<file path="src/rtl/one_channel_bram_ctrl.sv">
// Write/read sequencer for the six-line, single-channel input line buffer.
// Row r is written to BRAM (r mod 6); 5-row windows at stride 2 are read with a one-hot rotation code.
module one_channel_bram_ctrl #(
    parameter int DATA_WIDTH = 64,
    parameter int MAX_W      = 512
) (
    input  logic                     clk,
    input  logic                     rst,
    input  logic                     start,
    input  logic [9:0]               cfg_width,
    input  logic [9:0]               cfg_height,
    input  logic                     in_valid,
    output logic                     in_ready,
    input  logic [DATA_WIDTH-1:0]    in_data,
    output logic [5:0]               en_wr,
    output logic [$clog2(MAX_W)-1:0] addr_wr,
    output logic [DATA_WIDTH-1:0]    data_wr,
    input  logic                     rd_ready,
    output logic                     en_rd,
    output logic [2:0]               order,
    output logic [$clog2(MAX_W)-1:0] addr_rd_0,
    output logic [$clog2(MAX_W)-1:0] addr_rd_1,
    output logic [$clog2(MAX_W)-1:0] addr_rd_2,
    output logic [$clog2(MAX_W)-1:0] addr_rd_3,
    output logic [$clog2(MAX_W)-1:0] addr_rd_4,
    output logic [$clog2(MAX_W)-1:0] addr_rd_5,
    output logic                     out_valid,
    output logic                     out_last,
    output logic                     busy,
    output logic                     done
);

    localparam int AW = $clog2(MAX_W);

    typedef enum logic [1:0] {
        IDLE,
        RUN,
        FLUSH
    } state_t;

    state_t          state;
    logic [9:0]      width_r;
    logic [9:0]      height_r;
    logic [9:0]      k_total;
    logic [9:0]      rows_written;
    logic [9:0]      windows_done;
    logic [AW-1:0]   wr_col;
    logic [AW-1:0]   rd_col;
    logic [AW-1:0]   addr_rd_q;
    logic [2:0]      wr_bank;
    logic [1:0]      win_mod3;
    logic            flush_cnt;
    logic            valid_d1;
    logic            last_d0;
    logic            last_d1;

    logic [10:0]     rows_ext;
    logic [10:0]     win_limit;
    logic            wr_last;
    logic            rd_last;
    logic            rd_eligible;
    logic            accept;
    logic            issue;

    // Window k needs rows up to 2k+4 written; rows up to 2k+5 may be written while it is read.
    assign rows_ext    = {1'b0, rows_written};
    assign win_limit   = {windows_done, 1'b0} + 11'd5;
    assign in_ready    = (state == RUN) && (rows_written < height_r) && (rows_ext <= win_limit);
    assign rd_eligible = (rows_ext >= win_limit) && (windows_done < k_total);
    assign accept      = in_valid && in_ready;
    assign issue       = (state == RUN) && rd_eligible && rd_ready;
    assign wr_last     = (10'(wr_col) == width_r - 10'd1);
    assign rd_last     = (10'(rd_col) == width_r - 10'd1);

    assign addr_rd_0 = addr_rd_q;
    assign addr_rd_1 = addr_rd_q;
    assign addr_rd_2 = addr_rd_q;
    assign addr_rd_3 = addr_rd_q;
    assign addr_rd_4 = addr_rd_q;
    assign addr_rd_5 = addr_rd_q;

    always_ff @(posedge clk or posedge rst) begin
        if (rst) begin
            state        <= IDLE;
            width_r      <= '0;
            height_r     <= '0;
            k_total      <= '0;
            rows_written <= '0;
            windows_done <= '0;
            wr_col       <= '0;
            rd_col       <= '0;
            addr_rd_q    <= '0;
            wr_bank      <= '0;
            win_mod3     <= '0;
            flush_cnt    <= 1'b0;
            valid_d1     <= 1'b0;
            last_d0      <= 1'b0;
            last_d1      <= 1'b0;
            en_wr        <= '0;
            addr_wr      <= '0;
            data_wr      <= '0;
            en_rd        <= 1'b0;
            order        <= '0;
            out_valid    <= 1'b0;
            out_last     <= 1'b0;
            busy         <= 1'b0;
            done         <= 1'b0;
        end else begin
            en_wr     <= '0;
            en_rd     <= 1'b0;
            order     <= '0;
            last_d0   <= 1'b0;
            done      <= 1'b0;
            // Two-stage delay covers BRAM read latency plus the line buffer's data_rd register.
            valid_d1  <= en_rd;
            out_valid <= valid_d1;
            last_d1   <= last_d0;
            out_last  <= last_d1;

            case (state)
                IDLE: begin
                    if (start) begin
                        width_r      <= cfg_width;
                        height_r     <= cfg_height;
                        k_total      <= ((cfg_height - 10'd5) >> 1) + 10'd1;
                        rows_written <= '0;
                        windows_done <= '0;
                        wr_col       <= '0;
                        rd_col       <= '0;
                        wr_bank      <= '0;
                        win_mod3     <= '0;
                        busy         <= 1'b1;
                        state        <= RUN;
                    end
                end

                RUN: begin
                    if (accept) begin
                        en_wr   <= 6'd1 << wr_bank;
                        addr_wr <= wr_col;
                        data_wr <= in_data;
                        if (wr_last) begin
                            wr_col       <= '0;
                            rows_written <= rows_written + 10'd1;
                            wr_bank      <= (wr_bank == 3'd5) ? 3'd0 : wr_bank + 3'd1;
                        end else begin
                            wr_col <= wr_col + AW'(1);
                        end
                    end

                    if (issue) begin
                        en_rd     <= 1'b1;
                        addr_rd_q <= rd_col;
                        order     <= {win_mod3 == 2'd2, win_mod3 == 2'd1, win_mod3 == 2'd0};
                        if (rd_last) begin
                            rd_col       <= '0;
                            windows_done <= windows_done + 10'd1;
                            win_mod3     <= (win_mod3 == 2'd2) ? 2'd0 : win_mod3 + 2'd1;
                            last_d0      <= (windows_done == k_total - 10'd1);
                        end else begin
                            rd_col <= rd_col + AW'(1);
                        end
                    end

                    if ((rows_written == height_r) && (windows_done == k_total)) begin
                        flush_cnt <= 1'b0;
                        state     <= FLUSH;
                    end
                end

                FLUSH: begin
                    if (flush_cnt) begin
                        done  <= 1'b1;
                        busy  <= 1'b0;
                        state <= IDLE;
                    end else begin
                        flush_cnt <= 1'b1;
                    end
                end

                default: state <= IDLE;
            endcase
        end
    end

endmodule
</file>
<file path="config.mk">
export PLATFORM = sky130hd
export DESIGN_NAME = one_channel_bram_ctrl
export DESIGN_NICKNAME = d
export VERILOG_FILES = /design/src/rtl/one_channel_bram_ctrl.sv
export SDC_FILE = /design/constraint.sdc
export NUM_CORES = 1
export LEC_CHECK = 0
export BUFFER_PORTS_ARGS = -buffer_cell sky130_fd_sc_hd__buf_2
export CORE_MARGIN = 5
export CORE_UTILIZATION = 35
export CTS_CLUSTER_SIZE = 28
export DETAILED_ROUTE_END_ITERATION = 6
export GPL_TIMING_DRIVEN = 0
export PLACE_DENSITY_LB_ADDON = 0.12
export RECOVER_POWER = 25
export SETUP_SLACK_MARGIN = 0.5
export SLEW_MARGIN = 0
export SYNTH_ARGS = -nofsm -noshare
export SYNTH_HDL_FRONTEND = slang
export SYNTH_SLANG_ARGS = --single-unit
</file>
<file path="constraint.sdc">
create_clock -name clk -period 8.85 [get_ports clk]
set_clock_uncertainty 0.15 [all_clocks]
set_input_delay 1.3275 -clock clk [delete_from_list [all_inputs] [get_ports clk]]
set_output_delay 1.3275 -clock clk [all_outputs]
set_load 0.03 [all_outputs]
</file>
# [After elaboration in Yosys (flattened, before gate mapping)]
# Index checks and enable logic that the tools add are counted.
[totals] regBits=175 inputBits=89 output_inout_bits=142
[classes] add_sub_neg=11 n_shift=1 order_cmp=4 reduce_logical=22 eq_ne=17 mux=44
[ops] cell="$mux 10" n=5
[ops] cell="$mux 9" n=5
[ops] cell="$pmux 10 s2" n=2
[ops] cell="$pmux 9 s2" n=2
[ops] cell="$eq 10x10->1" n=3
[ops] cell="$add 10x1->10 const B" n=2
[ops] cell="$eq 9x10->1" n=2
[ops] cell="$lt 10x10->1" n=2
[ops] cell="$sub 10x1->10 const B" n=2
[ops] cell="$add 9x1->9 const B" n=2
[ops] cell="$mux 3" n=6
[ops] cell="$mux 2" n=7
[ops] cell="$mux 6" n=2
[ops] cell="$ne 2x2->1 const B" n=6
[ops] cell="$reduce_and 3->1" n=4
[ops] cell="$add 11x3->11 const B" n=1
[ops] cell="$ge 10x11->1" n=1
[ops] cell="$le 10x11->1" n=1
[ops] cell="$add 9x1->10 const B" n=1
[ops] cell="$mux 1" n=10
[ops] cell="$sub 10x3->10 const B" n=1
[ops] cell="$reduce_and 2->1" n=4
[ops] cell="$reduce_and 4->1" n=2
[ops] cell="$logic_and 1x1->1" n=7
[ops] cell="13 further kinds" n=19

# [Longest topological paths before layout]
# Gate-level depths: netlist of the first run.
[logic_depth] depth_word=7 depth_mapped=15 ltp_nobuf=13

# [Least setup slack after synthesis of the first run]
# OpenSTA, ideal clock, no wires.
[synth_timing] kind="register to output" from="reg windows_done[3]" to="out in_ready" n_path_buf=1 path_slack_ps=4670 stages_incl_launch_ff=11 t_required_ps=7372 t_arrival_ps=2702 path_cell_list="dfrtp_1 clkbuf_1 and2_1 nand4_1 nor2_1 xnor2_1 ha_1 nand2_1 or4_1 and4_1 a21oi_1"
[synth_via] elab_chain_cells=3
[synth_rtl] element="from (decl)" line="46" source="logic [9:0] windows_done;"
[synth_rtl] element="from (signal assigned)" line="157" source="windows_done <= windows_done + 10'd1;"
[synth_rtl] element="$add 11x3->11" line="67" source="assign win_limit = {windows_done, 1'b0} + 11'd5;"
[synth_rtl] element="$le 10x11->1" line="68" source="assign in_ready = (state == RUN) && (rows_written < height_r) && (rows_ext <= win_limit);"
[synth_rtl] element="$logic_and 1x1->1" line="68"
[synth_rtl] element="to (decl)" line="13" source="output logic in_ready,"
# No other way between the ends.

==> flow_summary.yaml, run 1 <==
outcome:
  outcome: "finished, violations left"
  violations: "max-capacitance violations, max-slew violations"
timing:
  slew_headroom_pct: -95.99
  period_minus_slack_ps: 5540
  report.final.slew_viol_count: 178
  finalSetupViolations: 0
  hold_viol: 0
  worst_pin_slew_ps: 2940
  fin_setup_tns_ps: 0
  max_freq_mhz: 180.5
  rsz0062_at_grt: "no"
  period_share_pct: 62.60
synthesis:
  synth_area_leaders: "dfrtp_1 46%, nand2_1 13%, ha_1 5.2%, buf_4 3.7%, xnor2_1 3.4%"
  synthesis.nets: 1238
  synth_seq_cells: 175
  synth.avg_cell_area_sq_um: 8.638
  synth_enable_flop_cells: 0
  async_flop_share_pct: 100.0
  netlist.area_leader.share_pct: 45.72
  seq_area_frac_synth_pct: 45.72
  synthFlopType: "dfrtp_1"
  netlist_instances: 1109
  yosysTopAreaCell: "dfrtp_1"
  synthDistinctLibCells: 64
  synth_warnings: 0
  syn_area_sq_mm: 0.009579
grt:
  grt_pass1_vias: 8127
  grt_use_met3_pct: 2.647
  grt.met1_usage_pct: 23.63
  met2_usage_pct: 28.59
  grt.total_usage_pct: 17.23
  antenna_found_initial: 0
  grt_pass1_wl_um: 43490
  grt-busiest-layer: "met2"
  grt_overflow: 0
  grt_max_degree: 117
detailed_routing:
  vias: 8331
  vias_per_cell: 4.872
  ant_nets: 0
  drc: 0
  drtIter0Drc: 534
  finalWirelength_um: 26660
  drtPass1Iterations: 4
  wl_per_cell_um: 15.59
final_layout:
  syn_to_final_growth_pct: 22.44
  final_cells: 1710
  final_common_cell: "nand2_1"
  final_layout_size_suffix_gt1_share_pct: 24.11
  diodes: 0
  nets: 1485
  layout_common_cells: "340 x nand2_1, 233 x buf_2, 175 x dfrtp_1"
flow_run:
  drv_cap: 2
hold_path:
  worstHoldPathType: "flip-flop to flip-flop"
  hp-start: "last_d0"
power:
  power_leakage_uw: 0.006092
  ir_worst_vdd_uv: 89.57
  p_per_area_mw_per_mm2: 174.4
floorplanning:
  pin_count: 231
  placement_rows: 60
  design.die.area_sq_mm: 0.03078
  core_sq_mm: 0.02695
  die_x_um: 175.4
  die_h_um: 175.4
  start_util_pct: 35.54
clocking:
  cts_tree: "yes"
  cts_resized: 0
  cts_hold_buf: 0
  post_cts_buffers: 0
  cts_inserted_buffers: 17
  cts_sinks: 175
  clkTransAtPathRegs_ps: 70
  cts_buffer_depth: 2
  clock_latency_ps: 430
  clockRootBuffer: "clkbuf_16"
  htreeDepth: 4
setup_path:
  end_kind: "asynchronous set/reset pin"
  crit_arrival_ps: 5280
  r2r-start: "windows_done[2]"
  reg2reg_slack_ps: 4650
  worstSetupStartpoint: "rst"
  worstSetupPathType: "input pin to asynchronous set/reset pin"
  cp_max_fo: 116
  cp.required_ps: 8590
  startpoint_type: "input pin"
place:
  globalplace.congestion: 0.8345
  place_inst: 1678
  port_buffers: 227
  hpwlAfterDp_um: 19900
registers in the layout (all words and copies together) (netlist names), 2 cells and up:
name,cells
windows_done,10
state,2
height_r,10
addr_rd_0,9
k_total,10
order,3
rows_written,10
rd_col,9
data_wr,64
wr_bank,3
win_mod3,2
addr_wr,9
en_wr,6
width_r,10
wr_col,9
critical path, stage by stage:
cell        delay [ps]
buf_2              100
clkinvlp_2        1470
clkbuf_2          2290
cell usage after synthesis (all sizes together), types with 7 or more instances:
library cell	n
nor4	13
o211ai	11
clkbuf	39
o2bb2ai	7
or4	9
a31oi	14
dfrtp	175
xnor2	37
nor3	17
o31ai	12
nand3	29
buf	61
nand2b	11
nand4	15
ha	40
xor2	15
nand2	340
and3	16
o21ai	71
nor2b	11
a21oi	29
inv	43
nor2	30
final timing paths:
path | end | cells past startpoint
max reg2reg | addr_wr[5] | 13
max in group clk | in_ready | 9
max | width_r[2] | 3
min reg2reg | last_d1 | 0
min | last_d1 | 0
min in group asynchronous | data_wr[15] | 2
area by class of cell:
cell class,count,area [sq um]
Buffer,100,566.8
Multi-Input combinational cell,791,4472
Inverter,43,162.7
Sequential cell,175,4379
Timing Repair Buffer,228,1141
Tap cell,341,426.7
Clock buffer,18,439.2
Fill cell,2773,15220
Clock inverter,14,141.4
per-stage QoR:
| step | worst slack, ps | instance area, sq um | power, uW | utilization (%) | hold WS, ps |
|---|---|---|---|---|---|
| 3_5_place_dp | 4236 | 11180 | 1324 | 41.47 | 186.4 |
| 3_3_place_gp | 213.7 | 11140 | 1318 | 41.34 | 184.8 |
| 5_1_grt | 2223 | 11730 | 2141 | 43.52 | 209.7 |
| 2_1_floorplan | 2627 | 9579 | 1195 | - | 181.2 |
| 4_1_cts | 3756 | 11760 | 2079 | 43.63 | 202.8 |
| 6_report | 3310 | 11730 | 2045 | 43.52 | 200.1 |
per-layer routing:
layer	wire length, um	vias up	part of all wire (%)
met5	0	-	0
met4	433	0	1.6
met3	1019	27	3.8
met2	12680	168	48
met1	12520	3928	47
li1	-	4208	-
power by group:
group / internal [uW] / switching, uW
clock: 384 / 362
combinational: 159 / 263
sequential: 836 / 40.8
total: 1380 / 666
logic make-up (layout without fill, tap and decap cells):
logic type,Yosys count,count (layout),synth area share (%)
xor+xnor,52,52,4.754
simple gates,520,520,24.53
mux,2,2,0.2351
fa+ha+maj,40,40,5.225
flops,175,175,45.72
buf+inv,143,403,7.602
compound gates,177,177,11.94
(Power assumes the default switching activity.)
==> inputs of run 2 (changes only) <==
--- a/config.mk
+++ b/config.mk
@@ -5,6 +5,7 @@
 export SDC_FILE = /design/constraint.sdc
 export NUM_CORES = 1
 export LEC_CHECK = 0
+export ABC_AREA = 1
 export BUFFER_PORTS_ARGS = -buffer_cell sky130_fd_sc_hd__buf_2
 export CORE_MARGIN = 5
 export CORE_UTILIZATION = 35
==> constraint.sdc (replaced) <==
create_clock -name clk -period 5.5 [get_ports clk]
set_clock_uncertainty 0.15 [all_clocks]
set_input_delay 0.825 -clock clk [delete_from_list [all_inputs] [get_ports clk]]
set_output_delay 0.825 -clock clk [all_outputs]
set_load 0.03 [all_outputs]
==> run 2 against run 1 <==
The flow still finishes with violations (max-capacitance violations, max-slew violations). Sequential share of layout area decreased by 1.1 points. Non-clock buffer count fell by 11. Die area grew 1.9%. First-iteration DRC count is 9.6% lower. Global-route usage up 0.35 points. Final cell count grew 11%. Critical endpoint is now in_ready. Largest cell class is now registers.
==> flow_summary.yaml, run 2 <==
timing:
  slew_headroom_pct: -5.667
  hold_viol: 0
  report.final.slew_viol_count: 54
  whs_ps: 202.7
  rsz0062_at_grt: "no"
  setup_ws_ps: 1562
  max_freq_mhz: 253.9
  fin_setup_tns_ps: 0
  finalSetupViolations: 0
  period_minus_slack_ps: 3938
  worst_pin_slew_ps: 1585
  period_share_pct: 71.60
flow_run:
  drv_cap: 2
setup_path:
  crit_path_top_delay_cell: "dfrtp_1"
  worstSetupStartpoint: "windows_done[1]"
  cpMostUsedCell: "nand2_1"
  r2r-start: "windows_done[1]"
  timing.rr.end: "wr_col[5]"
  cp_max_fo: 8
  reg2reg_slack_ps: 1980
  worstSetupPathType: "flip-flop to output pin"
  critPathBufInv: 1
  cp.required_ps: 4530
  end_kind: "output pin"
  crit_arrival_ps: 2960
  cp_slowest_stage_delay_ps: 580
  worst-path-stages: 14
  rr_worst_depth: 17
  cp-endpoint: "in_ready"
  crit_family: "simple AND/OR/NAND/NOR gates"
  path_cells: "ha_1, nand2_1, nor2_2, nand2_1, nand2_1, ha_1, a21o_1, nor2_1, nand2_1, nand2_1, nand2_1, nand2_1, and2_1, buf_2"
  startpoint_type: "flip-flop"
detailed_routing:
  wl_met1_um: 12490
  drc: 0
  top_layer: "met4"
  ant_nets: 0
  wl_met2_um: 13030
  vias: 8630
  drtPass1Iterations: 5
  wl_met3_um: 1769
  vias_per_cell: 4.542
  wl_per_cell_um: 14.61
  drtIter0Drc: 483
  finalWirelength_um: 27760
synthesis:
  yosysTopAreaCell: "dfrtp_1"
  netlist.area_leader.share_pct: 44.80
  synthDistinctLibCells: 37
  seq_area_frac_synth_pct: 44.80
  synth_seq_cells: 175
  async_flop_share_pct: 100.0
  synth_warnings: 0
  syn_area_sq_mm: 0.009774
  yosys-top-cells-count: "336 x nand2_1, 188 x inv_1, 175 x dfrtp_1, 120 x o21ai_0, 81 x nand3_1"
  synthFlopType: "dfrtp_1"
  synth_enable_flop_cells: 0
  synthesis.nets: 1384
  synth.most_common_cell: "nand2_1"
  synth_area_leaders: "dfrtp_1 45%, nand2_1 13%, inv_1 7.2%, o21ai_0 6.1%, ha_1 5.1%"
  netlist_instances: 1255
  synth.avg_cell_area_sq_um: 7.788
final_layout:
  final_common_cell: "nand2_1"
  nets: 1638
  diodes: 0
  final_layout_size_suffix_gt1_share_pct: 22.93
  largest_reg_flops: 64
  layout_common_cells: "336 x nand2_1, 243 x buf_2, 187 x inv_1"
  syn_to_final_growth_pct: 23.58
  regMostFlops: "data_wr"
  fillers: 2841
place:
  globalplace.congestion: 0.8510
  pre_cts_ws_ps: 1928
  port_buffers: 230
  hpwlAfterDp_um: 21540
grt:
  grt_overflow: 0
  grt_max_degree: 41
  antenna_found_initial: 0
  grt_pass1_wl_um: 44380
  grt.total_usage_pct: 17.58
  grt_pass1_vias: 8317
clocking:
  clkTransAtPathRegs_ps: 80
  cts_buffer_depth: 2
  cts_resized: 0
  cts_hold_buf: 0
  cts_sinks: 175
  clockRootBuffer: "clkbuf_16"
  htreeDepth: 4
  clock_latency_ps: 440
  cts_tree: "yes"
  cts_inserted_buffers: 17
  post_cts_buffers: 0
power:
  power_leakage_uw: 0.006625
  ir_worst_vdd_uv: 211.7
  p_per_area_mw_per_mm2: 254.7
outcome:
  outcome: "finished, violations left"
  violations: "max-capacitance violations, max-slew violations"
floorplanning:
  start_util_pct: 35.28
  core_sq_mm: 0.02771
  placement_rows: 61
  die_h_um: 177.1
  design.die.area_sq_mm: 0.03137
  pin_count: 231
  die_x_um: 177.1
hold_path:
  holdPathStages: 0
  worstHoldPathType: "flip-flop to flip-flop"
==> run 2: changes by cell type in the layout (fill, tap and decap cells not counted), moves of 20 or more <==
cell	delta
o21ai_1	-20
xnor2_1	-29
inv_1	+146
nand3_1	+52
nor2_1	+40
o21ai_0	+69
==> run 2: routing by layer <==
metal | vias to the layer above | track usage [%]
li1 | 4447 | -
met2 | 216 | 29.69
met4 | 0 | 4.674
met3 | 28 | 3.610
met1 | 3939 | 23.07
met5 | - | 0
==> run 2: per-stage QoR <==
stage / area (sq um) / std cells / power [uW] / util [%]
after floorplan: 9778 / 1255 / 1693 / -
after global placement: 11400 / 1863 / 1847 / 41.16
after detailed placement: 11500 / 1868 / 1860 / 41.52
after CTS: 12110 / 1900 / 3121 / 43.72
after global routing: 12080 / 1900 / 3221 / 43.60
final: 12080 / 1900 / 3076 / 43.60
==> run 2: worst min path at each step <==
stage / from / end
3_3_place_gp: last_d1 / out_last
3_5_place_dp: valid_d1 / out_valid
6_report: valid_d1 / out_valid
5_1_grt: last_d1 / out_last
2_1_floorplan: last_d0 / last_d1
4_1_cts: valid_d1 / out_valid
==> run 2: logic make-up (layout without fill, tap and decap cells) <==
kind of cell	count (synthesis)	in the layout	synth area share, %
AO/OA/AOI/OAI	155	155	8.321
XOR/XNOR	40	40	3.725
buffers and inverters	273	540	12.65
flip-flops	175	175	44.80
AND/OR/NAND/NOR	572	572	25.38
adder cells (fa/ha/maj)	40	40	5.120
==> run 2: layout make-up <==
type / count / area, sq um / share of cell area (%)
Sequential cell: 175 / 4379 / 36.25
Multi-Input combinational cell: 807 / 4159 / 34.43
Timing Repair Buffer: 235 / 1219 / 10.09
Inverter: 191 / 718.2 / 5.946
Buffer: 82 / 519.2 / 4.299
Tap cell: 378 / 473.0 / 3.915
Clock buffer: 17 / 425.4 / 3.522
Clock inverter: 15 / 186.4 / 1.543
==> run 2: where the power goes <==
group	total [uW]	internal (uW)	leakage [uW]	switching, uW
clock network	1250	622	0.000297	630
registers	1410	1360	0.00220	50.3
logic	418	128	0.00413	290
total	3080	2110	0.00662	971
